$ cat config.mk
export PLATFORM = sky130hd
export DESIGN_NAME = bk_serial_add_ctrl_flat
export DESIGN_NICKNAME = d
export VERILOG_FILES = /design/src/rtl/bk_serial_add_ctrl_if.sv /design/src/rtl/bk_serial_add_ctrl.sv /design/src/flat_wrapper.sv
export SDC_FILE = /design/constraint.sdc
export NUM_CORES = 1
export LEC_CHECK = 0
export ABC_CLOCK_PERIOD_IN_PS = 6950
export BUFFER_PORTS_ARGS = -buffer_cell sky130_fd_sc_hd__buf_2
export CAP_MARGIN = 20
export CORE_UTILIZATION = 25
export CTS_CLUSTER_SIZE = 40
export DETAILED_ROUTE_END_ITERATION = 12
export PLACE_DENSITY = 0.42
export SETUP_SLACK_MARGIN = 0.15
export SLEW_MARGIN = 20
export SYNTH_ARGS = -nofsm -noshare
export SYNTH_HDL_FRONTEND = slang
export SYNTH_SLANG_ARGS = --single-unit
$ cat constraint.sdc
create_clock -name clk -period 6.95 [get_ports clk]
set_input_delay 1.39 -clock clk [delete_from_list [all_inputs] [get_ports clk]]
set_output_delay 1.39 -clock clk [all_outputs]
set_load 0.02 [all_outputs]
$ cat src/rtl/bk_serial_add_ctrl_if.sv
// Operand/result handshake bundle for bk_serial_add_ctrl.
// Port sub exists only when BK_SERIAL_SUB_EN is defined.
interface bk_serial_add_ctrl_if #(
  parameter int WIDTH = 16
);
  // Handshakes: a transfer happens on a rising edge where valid and ready
  // are both 1. A source holds its payload stable until that edge.
  logic             in_valid;
  logic             in_ready;
  logic [WIDTH-1:0] op_a;
  logic [WIDTH-1:0] op_b;
  logic             cin;
`ifdef BK_SERIAL_SUB_EN
  logic             sub;
`endif
  logic             out_valid;
  logic             out_ready;
  logic [WIDTH-1:0] sum;
  logic             cout;
  logic             busy;
  logic [1:0]       state_dbg;

  modport slave (
    input  in_valid, op_a, op_b, cin,
`ifdef BK_SERIAL_SUB_EN
    input  sub,
`endif
    input  out_ready,
    output in_ready, out_valid, sum, cout, busy, state_dbg
  );

  modport master (
    output in_valid, op_a, op_b, cin,
`ifdef BK_SERIAL_SUB_EN
    output sub,
`endif
    output out_ready,
    input  in_ready, out_valid, sum, cout, busy, state_dbg
  );
endinterface

$ cat src/rtl/bk_serial_add_ctrl.sv
// Nibble-serial WIDTH-bit adder around one 4-bit Brent-Kung cell, LSB nibble first.
// Optional subtract mode is enabled by defining BK_SERIAL_SUB_EN.
module bk_serial_add_ctrl #(
  parameter int WIDTH = 16
) (
  input logic              clk,
  input logic              rst_n,
  bk_serial_add_ctrl_if.slave bus
);
  localparam int NIB  = WIDTH / 4;
  localparam int IDXW = (NIB > 1) ? $clog2(NIB) : 1;

  generate
    if ((WIDTH < 4) || ((WIDTH % 4) != 0)) begin : g_bad_width
      $error("bk_serial_add_ctrl: WIDTH must be a multiple of 4 and at least 4");
    end
  endgenerate

  typedef enum logic [1:0] {
    IDLE = 2'd0,
    RUN  = 2'd1,
    DONE = 2'd2
  } state_t;

  state_t           state;
  state_t           state_nx;
  logic [IDXW-1:0]  idx;
  logic             carry;
  logic [WIDTH-1:0] opa_r;
  logic [WIDTH-1:0] opb_r;
  logic [WIDTH-1:0] sum_r;
  logic             cout_r;
  logic [3:0]       nib_a;
  logic [3:0]       nib_b;
  logic [3:0]       b_eff;
  logic [4:0]       add_out;
  logic             accept;
  logic             last;
`ifdef BK_SERIAL_SUB_EN
  logic             sub_r;
`endif

  // 4-bit Brent-Kung prefix adder with carry-in: {cout, sum}.
  function automatic logic [4:0] brent_kung_cin(input logic [3:0] a,
                                                input logic [3:0] b,
                                                input logic       ci);
    logic [3:0] g;
    logic [3:0] p;
    logic       g10, p10, g32, p32, g30, p30;
    logic [4:0] c;
    g   = a & b;
    p   = a ^ b;
    g10 = g[1] | (p[1] & g[0]);
    p10 = p[1] & p[0];
    g32 = g[3] | (p[3] & g[2]);
    p32 = p[3] & p[2];
    g30 = g32 | (p32 & g10);
    p30 = p32 & p10;
    c[0] = ci;
    c[1] = g[0] | (p[0] & ci);
    c[2] = g10 | (p10 & ci);
    c[3] = g[2] | (p[2] & c[2]);
    c[4] = g30 | (p30 & ci);
    return {c[4], p ^ c[3:0]};
  endfunction

  assign accept = bus.in_valid & (state == IDLE);
  assign last   = (idx == IDXW'(NIB - 1));

  always_ff @(posedge clk or negedge rst_n) begin
    if (!rst_n) begin
      state <= IDLE;
    end else begin
      state <= state_nx;
    end
  end

  always_comb begin
    state_nx = state;
    case (state)
      IDLE:    if (bus.in_valid) state_nx = RUN;
      RUN:     if (last)         state_nx = DONE;
      DONE:    if (bus.out_ready) state_nx = IDLE;
      default: state_nx = IDLE;
    endcase
  end

  // Combinational nibble select feeding the shared adder cell.
  always_comb begin
    nib_a = 4'd0;
    nib_b = 4'd0;
    for (int k = 0; k < NIB; k++) begin
      if (idx == IDXW'(k)) begin
        nib_a = opa_r[4*k +: 4];
        nib_b = opb_r[4*k +: 4];
      end
    end
  end

`ifdef BK_SERIAL_SUB_EN
  assign b_eff = sub_r ? ~nib_b : nib_b;
`else
  assign b_eff = nib_b;
`endif

  assign add_out = brent_kung_cin(nib_a, b_eff, carry);

  always_ff @(posedge clk or negedge rst_n) begin
    if (!rst_n) begin
      idx    <= '0;
      carry  <= 1'b0;
      opa_r  <= '0;
      opb_r  <= '0;
      sum_r  <= '0;
      cout_r <= 1'b0;
`ifdef BK_SERIAL_SUB_EN
      sub_r  <= 1'b0;
`endif
    end else if (accept) begin
      opa_r <= bus.op_a;
      opb_r <= bus.op_b;
      idx   <= '0;
`ifdef BK_SERIAL_SUB_EN
      // Subtraction is a + ~b + 1, so the external carry is replaced by 1.
      sub_r <= bus.sub;
      carry <= bus.sub ? 1'b1 : bus.cin;
`else
      carry <= bus.cin;
`endif
    end else if (state == RUN) begin
      for (int k = 0; k < NIB; k++) begin
        if (idx == IDXW'(k)) sum_r[4*k +: 4] <= add_out[3:0];
      end
      carry <= add_out[4];
      if (last) begin
        cout_r <= add_out[4];
        idx    <= '0;
      end else begin
        idx <= idx + IDXW'(1);
      end
    end
  end

  assign bus.in_ready  = (state == IDLE);
  assign bus.out_valid = (state == DONE);
  assign bus.busy      = (state == RUN);
  assign bus.sum       = sum_r;
  assign bus.cout      = cout_r;
  assign bus.state_dbg = state;
endmodule
$ cat src/flat_wrapper.sv
// flat-port wrapper written by rule: the top's interface ports become plain ports
module bk_serial_add_ctrl_flat 
#(
  parameter int WIDTH = 16
)
  (clk, rst_n, bus_in_valid, bus_op_a, bus_op_b, bus_cin, bus_out_ready, bus_in_ready, bus_out_valid, bus_sum, bus_cout, bus_busy, bus_state_dbg);
  bk_serial_add_ctrl_if #(.WIDTH(WIDTH)) bus_i ();
  input logic clk;
  input logic rst_n;
  input wire logic [$bits(bus_i.in_valid)-1:0] bus_in_valid;
  input wire logic [$bits(bus_i.op_a)-1:0] bus_op_a;
  input wire logic [$bits(bus_i.op_b)-1:0] bus_op_b;
  input wire logic [$bits(bus_i.cin)-1:0] bus_cin;
  input wire logic [$bits(bus_i.out_ready)-1:0] bus_out_ready;
  output wire logic [$bits(bus_i.in_ready)-1:0] bus_in_ready;
  output wire logic [$bits(bus_i.out_valid)-1:0] bus_out_valid;
  output wire logic [$bits(bus_i.sum)-1:0] bus_sum;
  output wire logic [$bits(bus_i.cout)-1:0] bus_cout;
  output wire logic [$bits(bus_i.busy)-1:0] bus_busy;
  output wire logic [$bits(bus_i.state_dbg)-1:0] bus_state_dbg;
  assign bus_i.in_valid = bus_in_valid;
  assign bus_i.op_a = bus_op_a;
  assign bus_i.op_b = bus_op_b;
  assign bus_i.cin = bus_cin;
  assign bus_i.out_ready = bus_out_ready;
  assign bus_in_ready = bus_i.in_ready;
  assign bus_out_valid = bus_i.out_valid;
  assign bus_sum = bus_i.sum;
  assign bus_cout = bus_i.cout;
  assign bus_busy = bus_i.busy;
  assign bus_state_dbg = bus_i.state_dbg;
  bk_serial_add_ctrl #(.WIDTH(WIDTH)) u_core (.clk(clk), .rst_n(rst_n), .bus(bus_i));
endmodule
======== After elaboration in Yosys (flattened, before gate mapping) ========
Index checks and enable logic that the tools add are counted.
storage, ports and cells
  flip-flop bits (word level) ............. 54
  RAM bits ................................ 0
  bits in read-only memories .............. 0
  bits in latches ......................... 0
  output and inout port bits .............. 22
  memories kept ........................... 0
  logic and storage cells ................. 66
cells by class
  div/mod/pow operators ................... 0
  equality and inequality tests ........... 8
  add/sub/neg operators ................... 1
  reduce and logical (&&, ||, !) cells .... 8
  mux-type cells .......................... 17
  order comparisons ....................... 0
  shifts and indexed selects .............. 0
  bitwise logic cells ..................... 22
  $mul .................................... 0
operators with widths
  cell                   number
  $mux W4                8
  $reduce_and A3 Y1      5
  $mux W2                6
  $and A1 B1 Y1          11
  $xor A4 B4 Y4          2
  $or A1 B1 Y1           7
  $eq A2 B2 Y1 const B   3
  $pmux W2 S3            1
  $and A4 B4 Y4          1
  $eq A2 B1 Y1 const B   2
  $logic_not A2 Y1       2
  $ne A2 B2 Y1 const B   2
  $add A2 B1 Y2 const B  1
  $mux W1                2
  $ne A2 B1 Y1 const B   1
  $reduce_bool A2 Y1     1
  $not A1 Y1             1

======== Longest topological paths before layout ========
Gate-level depths: netlist of the first run.
  depth in word-level cells ............... 13
  depth in mapped cells ................... 14

======== Worst setup path before layout of the first run ========
Ideal clock, no wire load.
  path kind ............................... register to register
  from .................................... register u_core.idx[0]
  to ...................................... register u_core.sum_r[11] (netlist: u_core.bus.sum[11])
  data required time ...................... 6.820 ns
  slack ................................... 4.289 ns
  cell stages (with the launch flop) ...... 15
  buffers on the path ..................... 2
  arrival time ............................ 2.532 ns
  path through ............................ dfrtp_1 > inv_1 > ha_1 > clkbuf_1 > buf_2 > a21oi_1 > a21oi_1 > o21ai_0 > ha_1 > a21oi_1 > nor2b_1 > nor2_1 > fa_1 > xor2_1 > o21ai_0
on the way
  cells in the longest elaborated chain, start to end .. 12
  elaborated cells on any way between the ends .. 23
  classes of those cells .................. eq/ne: 3; mux: 8; bitwise: 10; reduce/logical: 2
ends and longest elaborated chain
  element                                                line                                                RTL
  start: declaration                                     bk_serial_add_ctrl.sv:27                            logic [IDXW-1:0] idx;
  start signal: assignment                               bk_serial_add_ctrl.sv:139                           idx <= idx + IDXW'(1);
  $logic_not A2 Y1                                       bk_serial_add_ctrl.sv:93                            if (idx == IDXW'(k)) begin
  $mux W4 (4 in a row)                                   bk_serial_add_ctrl.sv:93
  $xor A4 B4 Y4 / $and A4 B4 Y4 (equally long branches)  bk_serial_add_ctrl.sv:52, bk_serial_add_ctrl.sv:51
  $and A1 B1 Y1 (on tied branches)                       bk_serial_add_ctrl.sv:53, bk_serial_add_ctrl.sv:54
  $or A1 B1 Y1 / $and A1 B1 Y1 (equally long branches)   bk_serial_add_ctrl.sv:53, bk_serial_add_ctrl.sv:61
  $or A1 B1 Y1                                           bk_serial_add_ctrl.sv:61                            c[2] = g10 | (p10 & ci);
  $and A1 B1 Y1                                          bk_serial_add_ctrl.sv:62                            c[3] = g[2] | (p[2] & c[2]);
  $or A1 B1 Y1                                           bk_serial_add_ctrl.sv:62
  $xor A4 B4 Y4                                          bk_serial_add_ctrl.sv:64                            return {c[4], p ^ c[3:0]};
  end signal: indexed assignment                         bk_serial_add_ctrl.sv:132                           if (idx == IDXW'(k)) sum_r[4*k +: 4] <= add_out[3:0];
  end: declaration                                       bk_serial_add_ctrl.sv:31                            logic [WIDTH-1:0] sum_r;
Several ways; a longest one is shown, not always the timed one.
A chain may end at the register's enable or synchronous reset.

======== Final worst setup path of the first run ========
  from .................................... register u_core.idx[1]
  to ...................................... register u_core.sum_r[7] (netlist: u_core.bus.sum[7])
Same word-level chain as after synthesis.

==> results of run 1 <==
[metrics by stage]
step           power, uW  setup WS [ns]
2_1_floorplan       1180           4.29
3_3_place_gp        1430           4.01
3_5_place_dp        1440           3.89
4_1_cts             1700           3.86
5_1_grt             1830           3.49
6_report            1670           3.91
[area by class of cell]
class | count | area [um^2]
sequential | 54 | 1350
tap | 133 | 166
fill | 1042 | 6670
inverter | 8 | 30.0
clock inverter | 2 | 60.1
multi-input combinational | 146 | 1060
timing repair buffer | 60 | 305
clock buffer | 6 | 82.6
[layer usage]
metal  routed length, um  vias to the layer above  part of all wire [%]
met5                   0                        -                     0
met4                  44                        0                  0.80
met3                 191                        2                   3.5
met2                2390                       35                    43
met1                2890                      819                    52
li1                    -                      867                     -
[sequential cells by signal, summed over array words and instances, names as in the netlist]
signal,flops
u_core.bus.sum,16
u_core.bus.cout,1
u_core.idx,2
u_core.bus.state_dbg,2
u_core.carry,1
u_core.opb_r,16
u_core.opa_r,16
[tightest hold or removal path, cell delays in order (launching register included)]
cell and delay (ns):
dfrtp_1 0.35, nand2_1 0.04, o21ai_0 0.06
[logic make-up (layout without fill, tap and decap cells)]
group                      count (synthesis)  in the layout  synth area share (%)
and+or+nand+nor                           50             50                  9.61
adders and majority gates                 10             10                  5.60
xor gates and xnor gates                   2              2                 0.700
buffers and inverters                     18             76                  3.85
AOI/OAI and AO/OA                         50             50                  10.9
muxes                                     34             34                  15.3
DFF                                       54             54                  54.0
[power by group]
part / switching, uW / internal (uW)
Clock: 103 / 154
Combinational: 491 / 354
Sequential: 96.7 / 473
[placed cells by master (no fill, tap or decap), drive strengths merged]
cell type and count:
dfrtp 54, nand3b 6, nand3 1, nand2 36, xnor2 1, mux2 34, xor2 1, o21ai 25
a21oi 18, buf 60, o21bai 1, a31oi 1, fa 2, clkbuf 6, nor2b 1, o31ai 2
nor3b 1, nor2 3, ha 8, bufinv 2, a22o 1, a22oi 2, inv 8, nand2b 2
[path summary, 6_finish.rpt]
kind,start,to,slack [ns],depth (start not counted)
max reg2reg,u_core.idx[1]$_DFFE_PN0P_,u_core.bus.sum[7]$_DFFE_PN0P_,3.91,13
min reg2reg,u_core.bus.sum[13]$_DFFE_PN0P_,u_core.bus.sum[13]$_DFFE_PN0P_,0.48,2
min,u_core.bus.sum[13]$_DFFE_PN0P_,u_core.bus.sum[13]$_DFFE_PN0P_,0.48,2
max in group asynchronous,rst_n,u_core.opb_r[5]$_DFFE_PN0P_,5.27,2
min in group asynchronous,rst_n,u_core.opa_r[2]$_DFFE_PN0P_,1.22,2
max,u_core.idx[1]$_DFFE_PN0P_,u_core.bus.sum[7]$_DFFE_PN0P_,3.91,13
==> out/qor.txt, run 1 <==
Status: finished, final reports clean
Worst setup SP type: register
Critical path class: register to register
Vias in the first global route: 1,688
TritonCTS clock tree: done
Post-synth top cells: dfrtp_1, nand2_1, mux2_2
Max Fanout on Critical Path: 17
Die area: 10,400 um^2
Post-route minimum period: 3.04 ns
Setup Fix Bufs, Post-CTS: 0
Critical-path cell list: inv_1 > ha_1 > nand3b_1 > a21oi_1 > a21oi_1 > o21ai_0 > ha_1 > a21oi_1 > nor2b_1 > nor2_1 > fa_1 > xor2_1 > o21ai_0
Total track usage: 11.6%
Fin Setup TNS: 0 ns
GR Layer Usage met1: 17.0%
Final core utilization: 31.4%
Setup violators final: 0
RSZ-0062 raised after global routing: false
Final cell count without fillers: 409
Antenna Cells: 0
Syn avg cell area: 11.5 um^2
Buf+Inv Stages, Crit Path: 1
Area grow syn2layout: 22.2%
Crit-path most repeated cell: a21oi_1
Skew final: 0.0111 ns
Layout Nets: 322
Most common cell in the netlist: dfrtp_1
Busiest grt layer: met2
Vias: 1,723
Hpwl dp: 3930 um
Slew margin rel.: 53.0%
Starting Density: 25.7%
Cts repair resizes: 0
Root cell of the clock tree: clkbuf_8
Hold_ws: 0.480 ns
DR iter-0 viols: 50
First-pass GRT wire length: 9100 um
Worst path top cell family by delay: adder cells
Drt pass-1 iters: 4
Worst Setup End Kind: register
Worst-path clk slew: 0.10 ns
Clock latency on the worst-skew pair: 0.30 ns
Proportion of layout cells with a drive suffix above 1: 39.1%
Post-Syn Instances: 218
Slew Limit Fails: 0
Top cells by area, synth: dfrtp_1, mux2_2, nand2_1, o21ai_0, ha_1
Met3 Use GR: 2.33%
CTS Sinks: 54
Top Ports: 59
Syn nets: 265
Port-buffer cells: 58
Final period utilization: 43.8%
Part of the Yosys area used for sequential elements: 54.0%
FMAX: 329 MHz
# DRC: 0
H-tree depth: 2
Ys Warns: 0
Placed standard-cell area: 2910 um^2
Max IR drop VDD: 0.182 mV
Avg Vias per Cell: 4.21
Grt total ovfl: 0
CTS Buf Count: 5
Max Cap Viol: 0
Routed len/inst: 13.5 um
Die width: 102 um
Placed Cells: 401
Endpoints failing hold: 0
Post-Route WL: 5520 um
Post-synth ARST share: 100%
Synth top area share: 54.0%
Design area: 3060 um^2
Worst Tran Pin Value: 0.705 ns
Pleak: 0.00140 uW
Post-route ant nets: 0
Global Route met2 Usage: 17.0%
Post-Syn Area: 2500 um^2
Rows: 36
Synth cell types: 31
Placer Congestion: 0.679
Slowest Stage Delay on Critical Path: 0.48 ns
Class of the worst hold path: register to register
FF+latch count, synth: 54
Arrival @ worst endpoint: 3.23 ns
CP required: 7.14 ns
Number of flops mapped to enable cells by yosys: 0
Initial antenna violation count: 0
Pwr dens: 547 nW/um^2
Hold_buf cts: 0
Height of the die: 102 um
Core area: 9730 um^2
Post-synth top area cell: dfrtp_1
Largest net degree at the start of global routing: 55
Max clock buf depth: 2
Crit-path slowest cell: ha_1
Top FF cell, synth: dfrtp_1
Note: power is estimated with default switching activity, not from simulation.
==> run 2: changes to the inputs <==
--- a/config.mk
+++ b/config.mk
@@ -5,7 +5,7 @@
 export SDC_FILE = /design/constraint.sdc
 export NUM_CORES = 1
 export LEC_CHECK = 0
-export ABC_CLOCK_PERIOD_IN_PS = 6950
+export ABC_CLOCK_PERIOD_IN_PS = 2800
 export BUFFER_PORTS_ARGS = -buffer_cell sky130_fd_sc_hd__buf_2
 export CAP_MARGIN = 20
 export CORE_UTILIZATION = 25
==> constraint.sdc (replaced) <==
create_clock -name clk -period 2.8 [get_ports clk]
set_input_delay 0.56 -clock clk [delete_from_list [all_inputs] [get_ports clk]]
set_output_delay 0.56 -clock clk [all_outputs]
set_load 0.02 [all_outputs]
==> run 2 against run 1 <==
Effect of this change:
- cell area up 6.8%
- non-clock buffer count up 17
- total power rose to 2.8 times the previous value
- setup slack worse by 3.7 ns
- combinational power rose to 3.3 times the previous value
- wire length up 4.6%
- via count up 6.8%
- maximum frequency up 18%
- cell count up 4.2%
- clock skew up 0.0013 ns
- count of clock-buffer cells in the layout down 1
- register-to-register slack worse by 3.7 ns
- critical endpoint is now u_core.bus.sum[14]$_DFFE_PN0P_
==> out/qor.txt, run 2 (synthesized netlist as in run 1, its figures left out) <==
Max IR drop VDD: 0.593 mV
# DRC: 0
Max Fanout on Critical Path: 7
Total track usage: 11.9%
FMAX: 389 MHz
Setup violators final: 0
Clock share of power: 10.0%
Multi-input logic area: 1170 um^2
Class of the worst hold path: input pin to asynchronous set/reset pin
H-tree depth: 2
Initial antenna violation count: 0
Switch share: 42.8%
NetSw: 1990 uW
Status: finished, final reports clean
Commonest cells after routing, fill and taps aside: buf_2, dfrtp_1, nand2_1
Post-Route WL: 5770 um
Pwr dens: 1430 nW/um^2
Grt total ovfl: 0
Commonest non-fill, non-tap cell in the layout: buf_2
Final setup margin: 0.231 ns
Int Pwr: 2660 uW
RSZ-0062 raised after global routing: true
Post-route minimum period: 2.57 ns
Worst-path clk slew: 0.10 ns
Die width: 102 um
CTS Sinks: 54
Endpoints failing hold: 0
Final period utilization: 91.8%
Drt pass-1 iters: 6
Vias: 1,840
Height of the die: 102 um
Proportion of layout cells with a drive suffix above 1: 48.8%
Worst setup SP type: register
Slew Limit Fails: 0
Placer Congestion: 0.733
Largest net degree at the start of global routing: 39
Antenna Cells: 0
Combinational Power Share: 59.7%
Max Cap Viol: 0
Placed standard-cell area: 3000 um^2
Critical path class: register to register
Worst Reg-to-Reg Cells: 13
Skew final: 0.0124 ns
Port-buffer cells: 58
Layout Nets: 339
TritonCTS clock tree: done
Starting Density: 25.7%
Worst Tran Pin Value: 0.611 ns
Arrival @ worst endpoint: 2.81 ns
Fill count: 1,043
Reg area: 1350 um^2
Routed len/inst: 13.6 um
Pre-CTS setup slack: -0.116 ns
Design area: 3260 um^2
Clock latency on the worst-skew pair: 0.31 ns
Die area: 10,400 um^2
First-pass GRT wire length: 9320 um
Vias in the first global route: 1,796
Core area: 9730 um^2
Post-route ant nets: 0
Area grow syn2layout: 30.5%
Hpwl dp: 4180 um
Avg Vias per Cell: 4.32
CTS Buf Count: 5
Slew margin rel.: 59.3%
CP required: 3.04 ns
Top Ports: 59
Worst Setup End Kind: register
DR iter-0 viols: 59
Flop pwr share: 30.4%
Pleak: 0.00148 uW
Rows: 36
Root cell of the clock tree: clkbuf_8
Max clock buf depth: 2
## run 2: what timing repair did
item                                    4_1_cts  5_1_grt
buffers inserted                              0        7
endpoints found under the setup margin        8       10
hold buffers                                  0        0
gates resized for setup                       9       30
endpoints found under the hold margin         0        0
pin swaps                                     0       12
## run 2: path summary, 6_finish.rpt
check                                          startpoint                             endpoint  slack [ns]
setup / recovery                u_core.idx[1]$_DFFE_PN0P_       u_core.bus.sum[14]$_DFFE_PN0P_        0.23
hold / removal                                      rst_n  u_core.bus.state_dbg[1]$_DFFE_PN0P_        0.25
setup reg to reg                u_core.idx[1]$_DFFE_PN0P_       u_core.bus.sum[14]$_DFFE_PN0P_        0.23
hold reg to reg            u_core.bus.sum[13]$_DFFE_PN0P_       u_core.bus.sum[13]$_DFFE_PN0P_        0.48
max in group asynchronous                           rst_n          u_core.opb_r[4]$_DFFE_PN0P_        1.97
min in group clk                            bus_out_ready  u_core.bus.state_dbg[1]$_DFFE_PN0P_        0.44
## run 2: per-layer routing
metal,track usage [%],part of all wire (%)
met1,16.9,50
met2,18.0,45
met3,3.01,3.6
met4,2.97,0.73
met5,0,0
## run 2: critical path, cell delays in order (launching register included)
cell and delay, ns:
dfrtp_1 0.45, inv_2 0.11, buf_6 0.11, ha_4 0.17, nand3b_1 0.08, a21oi_1 0.12
a21oi_1 0.05, o21ai_1 0.18, ha_1 0.27, a21oi_2 0.18, nor2b_4 0.07, nor2_4 0.11
fa_2 0.48, o21ai_1 0.13
## run 2: final cells by class
cell class              instances  share of cell area, %
flip-flops and latches         54                   41.4
multi-input cells             146                   35.8
repair buffers                 77                   13.9
well taps                     133                   5.10
clock buffers                   5                   2.11
inverters                       8                  0.920
clock inverters                 3                  0.767
## run 2: power by group through the flow
stage / Combinational, uW / Clock [uW] / Sequential (uW)
floorplan: 1420 / 0 / 1510
global placement: 2300 / 0 / 1440
detailed placement: 2330 / 0 / 1430
CTS: 2430 / 487 / 1420
global route: 3100 / 519 / 1470
finish: 2780 / 465 / 1410
## run 2: through the flow
stage | cells | setup TNS, ns | power (uW) | utilization (%) | hold WS [ns]
5_1_grt | 426 | 0 | 5090 | 33.6 | 0.268
3_5_place_dp | 411 | -0.591 | 3770 | 30.8 | 0.465
4_1_cts | 419 | 0 | 4340 | 32.2 | 0.256
2_1_floorplan | 218 | 0 | 2930 | - | 0.264
3_3_place_gp | 411 | 0 | 3730 | 30.8 | 0.457
6_report | 426 | 0 | 4660 | 33.6 | 0.247
==> run 3: changes to the inputs <==
--- a/config.mk
+++ b/config.mk
@@ -11,7 +11,6 @@
 export CORE_UTILIZATION = 25
 export CTS_CLUSTER_SIZE = 40
 export DETAILED_ROUTE_END_ITERATION = 12
-export PLACE_DENSITY = 0.42
 export SETUP_SLACK_MARGIN = 0.15
 export SLEW_MARGIN = 20
 export SYNTH_ARGS = -nofsm -noshare
==> run 3 against run 2 <==
Effect of this change:
- combinational power fell by 7.9%
- count of clock-buffer cells in the layout did not move
- critical path depth did not move
- register-to-register slack improved by 0.02 ns
- sequential share of layout area rose by 0.78 points
- clock skew fell by 0.0053 ns
- wire length rose by 0.31%
- first-iteration DRC count rose by 31%
- total power fell by 5.1%
- clock power fell by 5.6%
- sequential power barely moved
- die area did not move
- critical path type unchanged
- largest power group unchanged
==> out/qor.txt, run 3 (synthesized netlist as in run 1, its figures left out) <==
# DRC: 0
Post-route ant nets: 0
FMAX: 393 MHz
Max clock buf depth: 2
Placed standard-cell area: 2980 um^2
Worst-path clk slew: 0.10 ns
Height of the die: 102 um
First-pass GRT wire length: 9430 um
NetSw: 1890 uW
Class of the worst hold path: input pin to asynchronous set/reset pin
Final period utilization: 91.0%
Root cell of the clock tree: clkbuf_8
Worst setup SP type: register
Vias in the first global route: 1,860
Crit-path slowest cell: fa_2
Setup violators final: 0
Worst r2r dst: u_core.bus.sum[14]$_DFFE_PN0P_
Slew Limit Fails: 0
TritonCTS clock tree: done
RSZ-0062 raised after global routing: true
Slowest Stage Delay on Critical Path: 0.49 ns
Clock share of power: 9.9%
Switch share: 42.7%
Max Cap Viol: 0
Commonest non-fill, non-tap cell in the layout: buf_2
Area grow syn2layout: 28.2%
Worst Reg-to-Reg Cells: 13
Post-route minimum period: 2.55 ns
Critical path class: register to register
R2R Setup Slk: 0.25 ns
Reg-to-Reg Start: u_core.idx[1]$_DFFE_PN0P_
Rows: 36
CP required: 3.05 ns
Skew final: 0.00710 ns
Worst Tran Pin Value: 0.691 ns
DR iter-0 viols: 77
CTS Buf Count: 5
Worst Setup End Kind: register
Int Pwr: 2530 uW
Initial antenna violation count: 0
Critical-path cell list: inv_2 > ha_4 > buf_6 > nand2_1 > a21oi_1 > a21oi_1 > o21ai_1 > ha_1 > a21oi_2 > nor2b_2 > nor2_2 > fa_2 > o21ai_1
Top Ports: 59
Flop pwr share: 32.2%
Total track usage: 11.9%
Commonest cells after routing, fill and taps aside: buf_2, dfrtp_1, nand2_1
Pleak: 0.00146 uW
Max Fanout on Critical Path: 7
Layout Nets: 338
Arrival @ worst endpoint: 2.79 ns
Pwr dens: 1380 nW/um^2
Max IR drop VDD: 0.470 mV
Slew margin rel.: 54.0%
Status: finished, final reports clean
Grt total ovfl: 0
H-tree depth: 2
Die width: 102 um
CTS Sinks: 54
Clock latency on the worst-skew pair: 0.31 ns
Routed len/inst: 13.6 um
Hold_ws: 0.372 ns
Starting Density: 25.7%
Avg Vias per Cell: 4.33
Vias: 1,840
Hpwl dp: 4200 um
Port-buffer cells: 58
Proportion of layout cells with a drive suffix above 1: 47.9%
Antenna Cells: 0
Die area: 10,400 um^2
Largest net degree at the start of global routing: 55
Placer Congestion: 0.737
Design area: 3210 um^2
Drt pass-1 iters: 4
Combinational Power Share: 57.9%
Core area: 9730 um^2
Post-Route WL: 5790 um
Endpoints failing hold: 0
run 3: cell types whose count changed in the layout (fill, tap and decap cells not counted), sizes merged:
cell    change
inv         -1
buf         -1
clkinv      +1
run 3: per-stage QoR:
step / setup WS (ns) / power [uW] / std cells / setup TNS [ns] / utilization [%]
5_1_grt: 0.0871 / 4800 / 425 / 0 / 33.0
3_5_place_dp: -0.0601 / 3670 / 410 / -0.373 / 30.6
2_1_floorplan: 0.159 / 2930 / 218 / 0 / -
4_1_cts: 0.156 / 4230 / 418 / 0 / 32.1
6_report: 0.253 / 4420 / 425 / 0 / 33.0
3_3_place_gp: 0.105 / 3580 / 410 / 0 / 30.6
run 3: what timing repair did:
| action | in CTS | in global routing |
|---|---|---|
| gates cloned | 0 | 0 |
| buffers inserted | 0 | 7 |
| resized for setup | 10 | 21 |
| endpoints found under the hold margin | 0 | 0 |
| pin swaps | 0 | 10 |
| hold buffers | 0 | 0 |
| endpoints found under the setup margin | 12 | 13 |
run 3: power groups by stage:
stage | registers (uW) | clock network [uW] | logic [uW]
finish | 1420 | 439 | 2560
global route | 1480 | 491 | 2830
CTS | 1430 | 461 | 2340
detailed placement | 1440 | 0 | 2240
global placement | 1430 | 0 | 2150
floorplan | 1510 | 0 | 1420
run 3: how the worst max path moves through the flow:
| stage | start | end | slack, ns | depth (start not counted) |
|---|---|---|---|---|
| after floorplan | u_core.idx[0]$_DFFE_PN0P_ | u_core.bus.sum[2]$_DFFE_PN0P_ | 0.16 | 13 |
| after global placement | u_core.idx[1]$_DFFE_PN0P_ | u_core.bus.sum[11]$_DFFE_PN0P_ | 0.10 | 13 |
| after detailed placement | u_core.idx[1]$_DFFE_PN0P_ | u_core.bus.sum[7]$_DFFE_PN0P_ | -0.06 | 13 |
| after CTS | u_core.idx[1]$_DFFE_PN0P_ | u_core.bus.sum[10]$_DFFE_PN0P_ | 0.16 | 12 |
| after global routing | u_core.idx[1]$_DFFE_PN0P_ | u_core.bus.sum[14]$_DFFE_PN0P_ | 0.09 | 13 |
| final | u_core.idx[1]$_DFFE_PN0P_ | u_core.bus.sum[14]$_DFFE_PN0P_ | 0.25 | 13 |
run 3: final cells by class:
cell class | count | area (um^2)
fill | 1050 | 6520
clock buffer | 5 | 68.8
sequential | 54 | 1350
timing repair buffer | 76 | 429
inverter | 8 | 30.0
multi-input combinational | 146 | 1140
clock inverter | 3 | 21.3
tap | 133 | 166
run 3: critical path, delay by kind of cell (launching register included):
kind                       cells  cell delay [ns]
AOI/OAI and AO/OA              5             0.63
buffers and inverters          2             0.24
and+or+nand+nor                3             0.25
DFF                            1             0.42
adders and majority gates      3             0.95
run 3: metal layers:
layer / vias up / global-route usage, % / share of wire (%)
li1: 894 / - / -
met1: 898 / 15.8 / 47
met2: 43 / 19.1 / 48
met3: 5 / 2.94 / 4.2
met4: 0 / 3.41 / 0.50
met5: - / 0 / 0
